<file path="src/rtl/booth_pkg.sv">
// booth_pkg: FSM state and radix-4 digit-select encodings shared by booth_mult_iter and booth_recode.
package booth_pkg;
    typedef enum logic [1:0] {IDLE, RUN, DONE} state_e;
    typedef enum logic [2:0] {ZERO, POS1, POS2, NEG1, NEG2} digit_e;
endpackage

</file>
<file path="src/rtl/booth_recode.sv">
// booth_recode: maps a 3-bit multiplier group {q[2i+1],q[2i],q[2i-1]} to a radix-4 digit select.
module booth_recode
    import booth_pkg::*;
(
    input  logic [2:0] grp,
    output digit_e     sel
);
    always_comb
        sel = (grp == 3'b000 || grp == 3'b111) ? ZERO :
              (grp == 3'b011) ? POS2 :
              (grp == 3'b100) ? NEG2 :
              grp[2] ? NEG1 : POS1;
endmodule

</file>
<file path="src/rtl/booth_mult_iter.sv">
// booth_mult_iter: iterative radix-4 Booth multiplier, one digit per clock, fixed WIDTH/2+1 latency.
// Define BOOTH_MULT_ITER_ABORT_EN to add an abort input that cancels a running multiply.
module booth_mult_iter
    import booth_pkg::*;
#(
    parameter int WIDTH = 32
) (
    input  logic               clk,
    input  logic               clr,
    input  logic               start,
`ifdef BOOTH_MULT_ITER_ABORT_EN
    input  logic               abort,
`endif
    input  logic               is_signed,
    input  logic [WIDTH-1:0]   m,
    input  logic [WIDTH-1:0]   q,
    output logic               busy,
    output logic               done,
    output logic [2*WIDTH-1:0] out
);
    localparam int N  = WIDTH / 2 + 1;
    localparam int CW = $clog2(N + 1);
    localparam int AW = 2 * WIDTH + 2;

    state_e             state_q, state_d;
    logic [CW-1:0]      cnt_q, cnt_d;
    logic [AW-1:0]      acc_q, acc_d;
    logic [AW-1:0]      mc_q, mc_d;
    logic [WIDTH+2:0]   qs_q, qs_d;
    logic [2*WIDTH-1:0] out_q, out_d;
    logic [AW-1:0]      mc2, addend;
    logic               m_ext, q_ext;
    digit_e             sel;

    booth_recode u_recode (.grp(qs_q[2:0]), .sel(sel));

    assign m_ext = is_signed & m[WIDTH-1];
    assign q_ext = is_signed & q[WIDTH-1];
    // Multiplicand is pre-shifted by 4^i, so each digit adds straight into the accumulator.
    assign mc2 = {mc_q[AW-2:0], 1'b0};
    assign addend = (sel == POS1) ? mc_q :
                    (sel == POS2) ? mc2 :
                    (sel == NEG1) ? -mc_q :
                    (sel == NEG2) ? -mc2 : '0;

    always_comb begin
        state_d = state_q;
        cnt_d   = cnt_q;
        acc_d   = acc_q;
        mc_d    = mc_q;
        qs_d    = qs_q;
        out_d   = out_q;
        if (state_q == RUN) begin
            acc_d = acc_q + addend;
            mc_d  = {mc_q[AW-3:0], 2'b00};
            qs_d  = {{2{qs_q[WIDTH+2]}}, qs_q[WIDTH+2:2]};
            cnt_d = cnt_q - CW'(1);
            if (cnt_q == CW'(1)) begin
                state_d = DONE;
                out_d   = acc_d[2*WIDTH-1:0];
            end
`ifdef BOOTH_MULT_ITER_ABORT_EN
            if (abort) begin
                state_d = IDLE;
                out_d   = out_q;
            end
`endif
        end else begin
            state_d = IDLE;
            if (start) begin
                state_d = RUN;
                acc_d   = '0;
                cnt_d   = CW'(N);
                mc_d    = {{(WIDTH+2){m_ext}}, m};
                qs_d    = {{2{q_ext}}, q, 1'b0};
            end
        end
    end

    always_ff @(posedge clk) begin
        if (clr) begin
            state_q <= IDLE;
            cnt_q   <= '0;
            acc_q   <= '0;
            mc_q    <= '0;
            qs_q    <= '0;
            out_q   <= '0;
        end else begin
            state_q <= state_d;
            cnt_q   <= cnt_d;
            acc_q   <= acc_d;
            mc_q    <= mc_d;
            qs_q    <= qs_d;
            out_q   <= out_d;
        end
    end

    assign busy = (state_q == RUN);
    assign done = (state_q == DONE);
    assign out  = out_q;
endmodule

</file>
<file path="config.mk">
export PLATFORM = sky130hd
export DESIGN_NAME = booth_mult_iter
export DESIGN_NICKNAME = d
export VERILOG_FILES = /design/src/rtl/booth_pkg.sv /design/src/rtl/booth_recode.sv /design/src/rtl/booth_mult_iter.sv
export SDC_FILE = /design/constraint.sdc
export NUM_CORES = 1
export LEC_CHECK = 0
export CORE_UTILIZATION = 45
export DETAILED_ROUTE_END_ITERATION = 6
export GPL_ROUTABILITY_DRIVEN = 0
export HOLD_SLACK_MARGIN = 0.06
export SLEW_MARGIN = 30
export SYNTH_ARGS = -nofsm -noshare
export SYNTH_HDL_FRONTEND = slang
export SYNTH_HIERARCHICAL = 1
export SYNTH_SLANG_ARGS = --single-unit
</file>
<file path="constraint.sdc">
create_clock -name clk -period 7.2 [get_ports clk]
set_input_delay 1.08 -clock clk [delete_from_list [all_inputs] [get_ports clk]]
set_output_delay 1.08 -clock clk [all_outputs]
set_load 0.05 [all_outputs]
</file>
==> impl_metrics.toml, run 1 <==
[setup_path]
critical_path_depth = 20
r2r-start = "mc_q[0]"
start_kind = "flop"
worst_path_max_delay_cell = "a2111oi_0"
crit_path_end_kind = "flop"
crit_arrival_ns = 6.75
cp_max_fo = 8
cp_top_family = "simple AND/OR/NAND/NOR gates"
regToRegSetupSlack_ns = 0.95
cp-endpoint = "out[62]"
r2r-end = "out[62]"
reg2regPathDepth = 20
crit_buf_inv = 1
critical_path.cell_chain = "inv_1, ha_1, or3b_4, or4_1, or3_1, or4b_1, o211ai_1, nand2_1, a21oi_1, a21oi_1, nor2_1, ha_1, nand4_1, or2_2, a2111oi_0, o21ai_0, a31oi_2, a41oi_1, or4_1, nand3_1"
startpoint = "mc_q[0]"
crit_required_ns = 7.70
path_class = "reg2reg"
cpPeakStageDelay_ns = 0.84

[global_route]
grt_pass1_vias = 15200
grt_util_all_layers_pct = 27.6
gr-total-overflow = 0
antenna_found_initial = 2
grt_first_pass_wirelength_um = 84700
grt_max_degree = 84

[logic_synthesis]
postSynthAreaPerCell_um2 = 7.37
synth-edff-count = 0
synth_cells = 2243
post-synth-top-area-fraction_pct = 28.4
synth_seq_area_share_pct = 28.4
synth_top_cell_by_area = "dfxtp_1"
synth_async_sr_flop_share_pct = 0
synth_flop_cell = "dfxtp_1"
syn-cell-area_um2 = 16500
post-synth-top-count-cell = "a21oi_1"
yosysWarnings = 6
synth_area_leaders = "dfxtp_1 (28%), a21oi_1 (7.8%), nor2_1 (5.5%)"
synth_seq_cells = 234
synthDistinctLibCells = 84
synthesis.nets = 2381
synth_common_cells = "a21oi_1 (259), nor2_1 (244), dfxtp_1 (234)"

[detailed_routing]
drt-met1-wl_um = 25500
route.detailed.drc = 0
dr.max_layer_used = "met5"
drtIter0Drc = 1512
wl_um = 53100
vias_per_cell = 6.17
num_vias = 16700
wl_per_cell_um = 19.6
wl_met3_um = 4200
drt_pass1_iterations = 6
dr_wl_met2_um = 22000
ant_nets = 0

[power]
total_leakage_power_nw = 7.58
powerDensity_nw_per_um2 = 224
vdd_drop_max_mv = 0.155

[worst_hold_path]
hp-class = "reg2reg"
hp-start = "out[19]"

[sta]
setup_viol = 0
period_needed_ns = 6.25
min_period_over_period_pct = 86.8
slew-limit-headroom_pct = 33.0
fin_skew_ns = 0.0150
slew_viol_final = 0
rsz0062_at_grt = "false"
clock.fmax_mhz = 160
tightest_slew_ns = 0.979
final_hold_viol_count = 0
tns_ns = 0

[finish]
utilization_pct = 53.0
synthToLayoutAreaGrowth_pct = 14.8
drive_gt1_share_pct = 5.42
layout.nets = 2368
nFillCells = 3439
diodes = 0

[clock_network]
cts_setup_buffers = 0
cts_buffers = 28
cts_root_buf = "clkbuf_16"
cts_max_level = 1
numClockSinks = 234
cts_max_path_buffers = 3
cts_hold_buf = 0
worstSkewPairLatency_ns = 0.57
path_clk_slew_ns = 0.07
cts_resized = 0
cts_tree = "built"

[die]
core_um2 = 35800
die-area_um2 = 37500
io_pins = 134
die_y_um = 194
chipWidth_um = 194
rows = 69
start_util_pct = 46.1

[placement]
port-buffer-count = 133
dp_hpwl_um = 37300

[job]
drv_cap = 0

[run_status]
status = "finished, final reports clean"
## metrics by stage
stage,instance area [um2],setup WS [ns],total power [W],hold WS [ns],instances
floorplan,16500,1.83,0.00229,0.432,2243
global placement,17900,1.04,0.00261,0.441,2661
detailed placement,17900,0.974,0.00262,0.447,2661
CTS,19000,0.958,0.00426,0.456,2712
global route,19000,0.641,0.00444,0.469,2712
finish,19000,0.951,0.00424,0.453,2712
## tightest hold or removal path, cell delays in order, from the launching register on
cell and delay [ns]:
dfxtp_1 0.31, nand2_1 0.05, a21oi_1 0.05
## where the power goes
group | total (W) | switching [W] | internal, W
logic | 0.00114 | 0.000745 | 0.000399
registers | 0.00148 | 0.000103 | 0.00138
clock network | 0.00162 | 0.000613 | 0.00100
total | 0.00424 | 0.00146 | 0.00278
## cell type report
type	count	area [um2]	share of cell area (%)
Inverter	29	111	0.587
Clock buffer	36	802	4.23
Clock inverter	15	254	1.34
Sequential cell	234	4680	24.7
Timing Repair Buffer	161	1540	8.12
Tap cell	461	577	3.04
Multi-Input combinational cell	1776	11000	58.0
## routing by layer
| layer | track usage [%] | vias up |
|---|---|---|
| met1 | 40.3 | 7856 |
| met5 | 0 | - |
| met2 | 40.8 | 655 |
| li1 | - | 8119 |
| met3 | 5.04 | 98 |
| met4 | 8.68 | 2 |
## cell usage in the layout, fill, tap and decap left out, types with 42 or more instances in the layout
| master | n |
|---|---|
| a21oi_1 | 258 |
| a211oi_1 | 74 |
| mux2i_1 | 67 |
| and3_1 | 66 |
| o21ai_0 | 135 |
| ha_1 | 69 |
| a22oi_1 | 42 |
| nor2_1 | 243 |
| nand2_1 | 232 |
| clkdlybuf4s50_1 | 131 |
| nor3_1 | 45 |
| xor2_1 | 66 |
| o22ai_1 | 42 |
| xnor2_1 | 44 |
| dfxtp_1 | 234 |
## worst min-delay path by stage
stage	endpoint	slack [ns]	depth (start not counted)
after floorplan	acc_q[26]	0.43	2
after global routing	out[45]	0.47	2
after global placement	out[30]	0.44	2
after detailed placement	out[21]	0.45	2
final	out[19]	0.45	2
after CTS	out[21]	0.46	2
## kinds of logic after synthesis
| kind of cell | after synthesis | synth area share [%] |
|---|---|---|
| AOI/OAI and AO/OA | 729 | 27.4 |
| xor gates and xnor gates | 111 | 5.88 |
| adders and majority gates | 70 | 5.35 |
| buffers and inverters | 233 | 5.48 |
| DFF | 234 | 28.4 |
| muxes | 67 | 4.06 |
| and+or+nand+nor | 799 | 23.5 |
## registers in the layout, summed over array words and instances, names as in the netlist
name	count
acc_q	64
mc_q	64
out	64
qs_q	35
cnt_q	5
state_q	2
No activity file was read; power rests on OpenSTA's default activity.
==> run 2: changes to the inputs <==
--- a/config.mk
+++ b/config.mk
@@ -5,6 +5,7 @@
 export SDC_FILE = /design/constraint.sdc
 export NUM_CORES = 1
 export LEC_CHECK = 0
+export CORE_MARGIN = 2
 export CORE_UTILIZATION = 45
 export DETAILED_ROUTE_END_ITERATION = 6
 export GPL_ROUTABILITY_DRIVEN = 0
==> impl_metrics.toml, run 2 (synthesis results as in run 1) <==
[sta]
final_hold_viol_count = 0
tns_ns = 0
clock.fmax_mhz = 158
rsz0062_at_grt = "false"
slew-limit-headroom_pct = 36.0
setup_viol = 0
period_needed_ns = 6.33
fin_skew_ns = 0.0271
slew_viol_final = 0
tightest_slew_ns = 0.960
min_period_over_period_pct = 87.9

[worst_hold_path]
hp-class = "reg2reg"
hold_depth = 2

[clock_network]
cts_hold_buf = 0
worstSkewPairLatency_ns = 0.57
cts_max_level = 1
cts_setup_buffers = 0
cts_tree = "built"
numClockSinks = 234
cts_resized = 0
cts_root_buf = "clkbuf_16"
cts_max_path_buffers = 3
path_clk_slew_ns = 0.06
cts_buffers = 28

[detailed_routing]
wl_per_cell_um = 19.4
vias_per_cell = 6.12
ant_nets = 0
drt_pass1_iterations = 5
drtIter0Drc = 1780
num_vias = 16600
route.detailed.drc = 0
wl_um = 52800

[setup_path]
crit_required_ns = 7.69
crit_arrival_ns = 6.82
start_kind = "flop"
crit_path_end_kind = "flop"
reg2regPathDepth = 20
cp_max_fo = 8
path_class = "reg2reg"

[global_route]
antenna_found_initial = 0
met3_usage_pct = 3.58
grt_first_pass_wirelength_um = 84900
grt.busiest_layer = "met2"
grt_pass1_vias = 15200
use_met1_pct = 40.7
grt.met2_usage_pct = 41.0
grt_util_all_layers_pct = 27.2
gr-total-overflow = 0
grt_max_degree = 101

[power]
total_leakage_power_nw = 7.53
powerDensity_nw_per_um2 = 216
vdd_drop_max_mv = 0.205

[die]
die-area_um2 = 38300
rows = 70
die_y_um = 196
io_pins = 134
start_util_pct = 45.5
core_um2 = 36300
chipWidth_um = 196

[finish]
layout_common_cells = "a21oi_1 (258), nor2_1 (243), dfxtp_1 (234), nand2_1 (232), o21ai_0 (135)"
diodes = 0
final_common_cell = "a21oi_1"
utilization_pct = 51.9
multi_input_area_um2 = 11000
register_area_um2 = 4680
drive_gt1_share_pct = 5.29
synthToLayoutAreaGrowth_pct = 14.1
layout.nets = 2365
nFillCells = 3594
post-route-cell-area_um2 = 18900

[placement]
port-buffer-count = 133
dpl_cell_area_um2 = 17900
dp_hpwl_um = 37700

[run_status]
status = "finished, final reports clean"

[job]
drv_cap = 0
-- run 2: cell types whose count changed in the layout (fill, tap and decap cells not counted), moves of 2 or more --
| cell | delta |
|---|---|
| nand2b_2 | -2 |
| bufinv_16 | -4 |
| clkbuf_1 | -2 |
| clkinv_2 | +7 |
| clkinvlp_4 | +2 |
| buf_4 | -3 |
| nand2b_1 | +2 |
-- run 2: critical path, stage by stage (launching register included) --
cell	delay, ns
dfxtp_1	0.34
inv_1	0.11
ha_1	0.22
or3b_4	0.43
or4_1	0.60
or3_1	0.50
or4b_1	0.52
o211ai_1	0.10
nand2_1	0.07
a21oi_1	0.16
a21oi_1	0.05
nor2_1	0.13
ha_1	0.27
nand4_1	0.19
or2_2	0.34
a2111oi_0	0.74
o21ai_0	0.37
a31oi_2	0.32
a41oi_1	0.24
or4_1	0.46
nand3_1	0.09
-- run 2: per-layer routing --
metal  vias up  part of all wire (%)
li1       8095                     -
met1      7830                    48
met2       624                    42
met3        70                   7.2
met4         0                   2.2
met5         -                     0
-- run 2: power by group --
part           leakage, nW  switching [W]  internal, W
combinational         5.15       0.000736     0.000399
sequential            1.91       0.000106      0.00138
clock                0.467       0.000599     0.000860
total                 7.53        0.00144      0.00264
-- run 2: stage by stage --
step           power (W)  worst slack [ns]  hold WS (ns)  instances
3_5_place_dp     0.00262             0.962         0.446       2665
3_3_place_gp     0.00261              1.09         0.443       2665
5_1_grt          0.00429             0.528         0.469       2717
4_1_cts          0.00409             0.910         0.454       2717
2_1_floorplan    0.00229              1.83         0.432       2243
6_report         0.00408             0.872         0.451       2717
-- run 2: layout make-up --
cell class	instances	area share (%)
clock buffers	34	4.21
clock inverters	18	0.889
inverters	29	0.584
multi-input cells	1776	58.3
flip-flops and latches	234	24.8
well taps	468	3.11
repair buffers	158	8.05
-- run 2: final timing paths --
check | startpoint | to | slack (ns)
max | mc_q[0] | out[62] | 0.87
min | out[18] | out[18] | 0.45
max reg2reg | mc_q[0] | out[62] | 0.87
min reg2reg | out[18] | out[18] | 0.45
==> run 3: changes to the inputs <==
--- a/config.mk
+++ b/config.mk
@@ -7,6 +7,7 @@
 export LEC_CHECK = 0
 export CORE_MARGIN = 2
 export CORE_UTILIZATION = 45
+export CTS_BUF_LIST = sky130_fd_sc_hd__clkbuf_8
 export DETAILED_ROUTE_END_ITERATION = 6
 export GPL_ROUTABILITY_DRIVEN = 0
 export HOLD_SLACK_MARGIN = 0.06
==> impl_metrics.toml, run 3 (synthesis results as in run 1) <==
[clock_network]
cts_tree = "built"
worstSkewPairLatency_ns = 0.62
cts_buffers = 43
cts_max_path_buffers = 3
numClockSinks = 234
cts_resized = 0
cts_max_level = 2
cts_setup_buffers = 0
cts_root_buf = "clkbuf_8"
path_clk_slew_ns = 0.06
cts_hold_buf = 0

[setup_path]
crit_arrival_ns = 6.84
critical_path_depth = 20
critical_path.cell_chain = "inv_1, ha_1, or3b_4, or4_1, or3_1, or4b_1, o211ai_1, nand2_1, a21oi_1, a21oi_1, nor2_1, ha_1, nand4_1, or2_2, a2111oi_0, o21ai_0, a31oi_2, a41oi_1, or4_1, nand3_1"
crit_path_end_kind = "flop"
cpPeakStageDelay_ns = 0.73
reg2regPathDepth = 20
cp_max_fo = 8
regToRegSetupSlack_ns = 0.91
start_kind = "flop"
worst_path_max_delay_cell = "a2111oi_0"
crit_buf_inv = 1
cp-endpoint = "out[62]"
startpoint = "mc_q[0]"
crit_required_ns = 7.75
path_class = "reg2reg"
r2r-start = "mc_q[0]"
r2r-end = "out[62]"
cp_top_family = "simple AND/OR/NAND/NOR gates"

[power]
pwr-share-clk_pct = 35.0
powerDensity_nw_per_um2 = 214
power.internal_w = 0.00257
p_sw_share_pct = 36.2
power.share.sequential_pct = 36.8
fin_total_pwr_w = 0.00403
total_leakage_power_nw = 7.57
switchingPower_w = 0.00146
vdd_drop_max_mv = 0.118
pwr-share-comb_pct = 28.2

[global_route]
grt_util_all_layers_pct = 27.7
grt_first_pass_wirelength_um = 85600
grt_max_degree = 101
gr-total-overflow = 0
grt_pass1_vias = 15300
antenna_found_initial = 0

[detailed_routing]
drtIter0Drc = 1767
wl_per_cell_um = 19.4
ant_nets = 0
num_vias = 16700
vias_per_cell = 6.08
wl_um = 53300
drt_pass1_iterations = 6
route.detailed.drc = 0

[die]
io_pins = 134
start_util_pct = 45.5
chipWidth_um = 196
core_um2 = 36300
die_y_um = 196
rows = 70
die-area_um2 = 38300

[worst_hold_path]
hp-class = "reg2reg"

[sta]
final_hold_viol_count = 0
rsz0062_at_grt = "false"
period_needed_ns = 6.29
tightest_slew_ns = 0.990
fin_skew_ns = 0.0158
slew_viol_final = 0
clock.fmax_mhz = 159
min_period_over_period_pct = 87.3
setup_viol = 0
tns_ns = 0
slew-limit-headroom_pct = 34.0

[placement]
dpl_cell_area_um2 = 17900
port-buffer-count = 133
dp_hpwl_um = 37700

[finish]
nFillCells = 3596
utilization_pct = 51.8
final_common_cell = "a21oi_1"
diodes = 0
layout.nets = 2380
post-route-cell-area_um2 = 18800
drive_gt1_share_pct = 5.89
synthToLayoutAreaGrowth_pct = 14.0
layout_common_cells = "a21oi_1 (258), nor2_1 (243), dfxtp_1 (234), nand2_1 (232), o21ai_0 (135)"

[run_status]
status = "finished, final reports clean"

[job]
drv_cap = 0
-- run 3: area by class of cell --
cell class                 count  area (um2)  area share (%)
multi-input combinational   1776       11000            58.4
sequential                   234        4680            24.9
timing repair buffer         158        1520            8.06
clock buffer                  51         702            3.73
tap                          468         586            3.11
clock inverter                27         238            1.26
inverter                      29         110           0.585
-- run 3: worst min-delay path by stage --
stage / slack, ns / startpoint / cells past startpoint / end
after CTS: 0.45 / out[18] / 2 / out[18]
after floorplan: 0.43 / acc_q[26] / 2 / acc_q[26]
after global placement: 0.44 / acc_q[26] / 2 / acc_q[26]
final: 0.45 / out[18] / 2 / out[18]
after global routing: 0.47 / out[17] / 2 / out[17]
after detailed placement: 0.45 / out[18] / 2 / out[18]
-- run 3: tightest hold or removal path, cell delays in order (launching register included) --
cell     delay (ns)
dfxtp_1        0.31
nand2_1        0.05
a21oi_1        0.05
-- run 3: stage by stage --
stage | hold WS, ns | std cells | setup WS (ns)
floorplan | 0.432 | 2243 | 1.83
global placement | 0.443 | 2665 | 1.09
detailed placement | 0.446 | 2665 | 0.962
CTS | 0.454 | 2743 | 0.929
global route | 0.468 | 2743 | 0.563
finish | 0.450 | 2743 | 0.915
-- run 3: power groups by stage --
stage | sequential, W | combinational [W] | clock [W]
after floorplan | 0.00148 | 0.000811 | 0
after global placement | 0.00150 | 0.00110 | 0
after detailed placement | 0.00151 | 0.00111 | 0
after CTS | 0.00148 | 0.00112 | 0.00145
after global routing | 0.00150 | 0.00124 | 0.00150
final | 0.00148 | 0.00114 | 0.00141
-- run 3: layer usage --
layer	wire [um]	vias to the layer above	global-route usage [%]
li1	-	8142	-
met1	26000	7870	40.7
met2	22500	585	41.3
met3	3680	67	4.94
met4	1120	0	7.58
met5	0	-	0
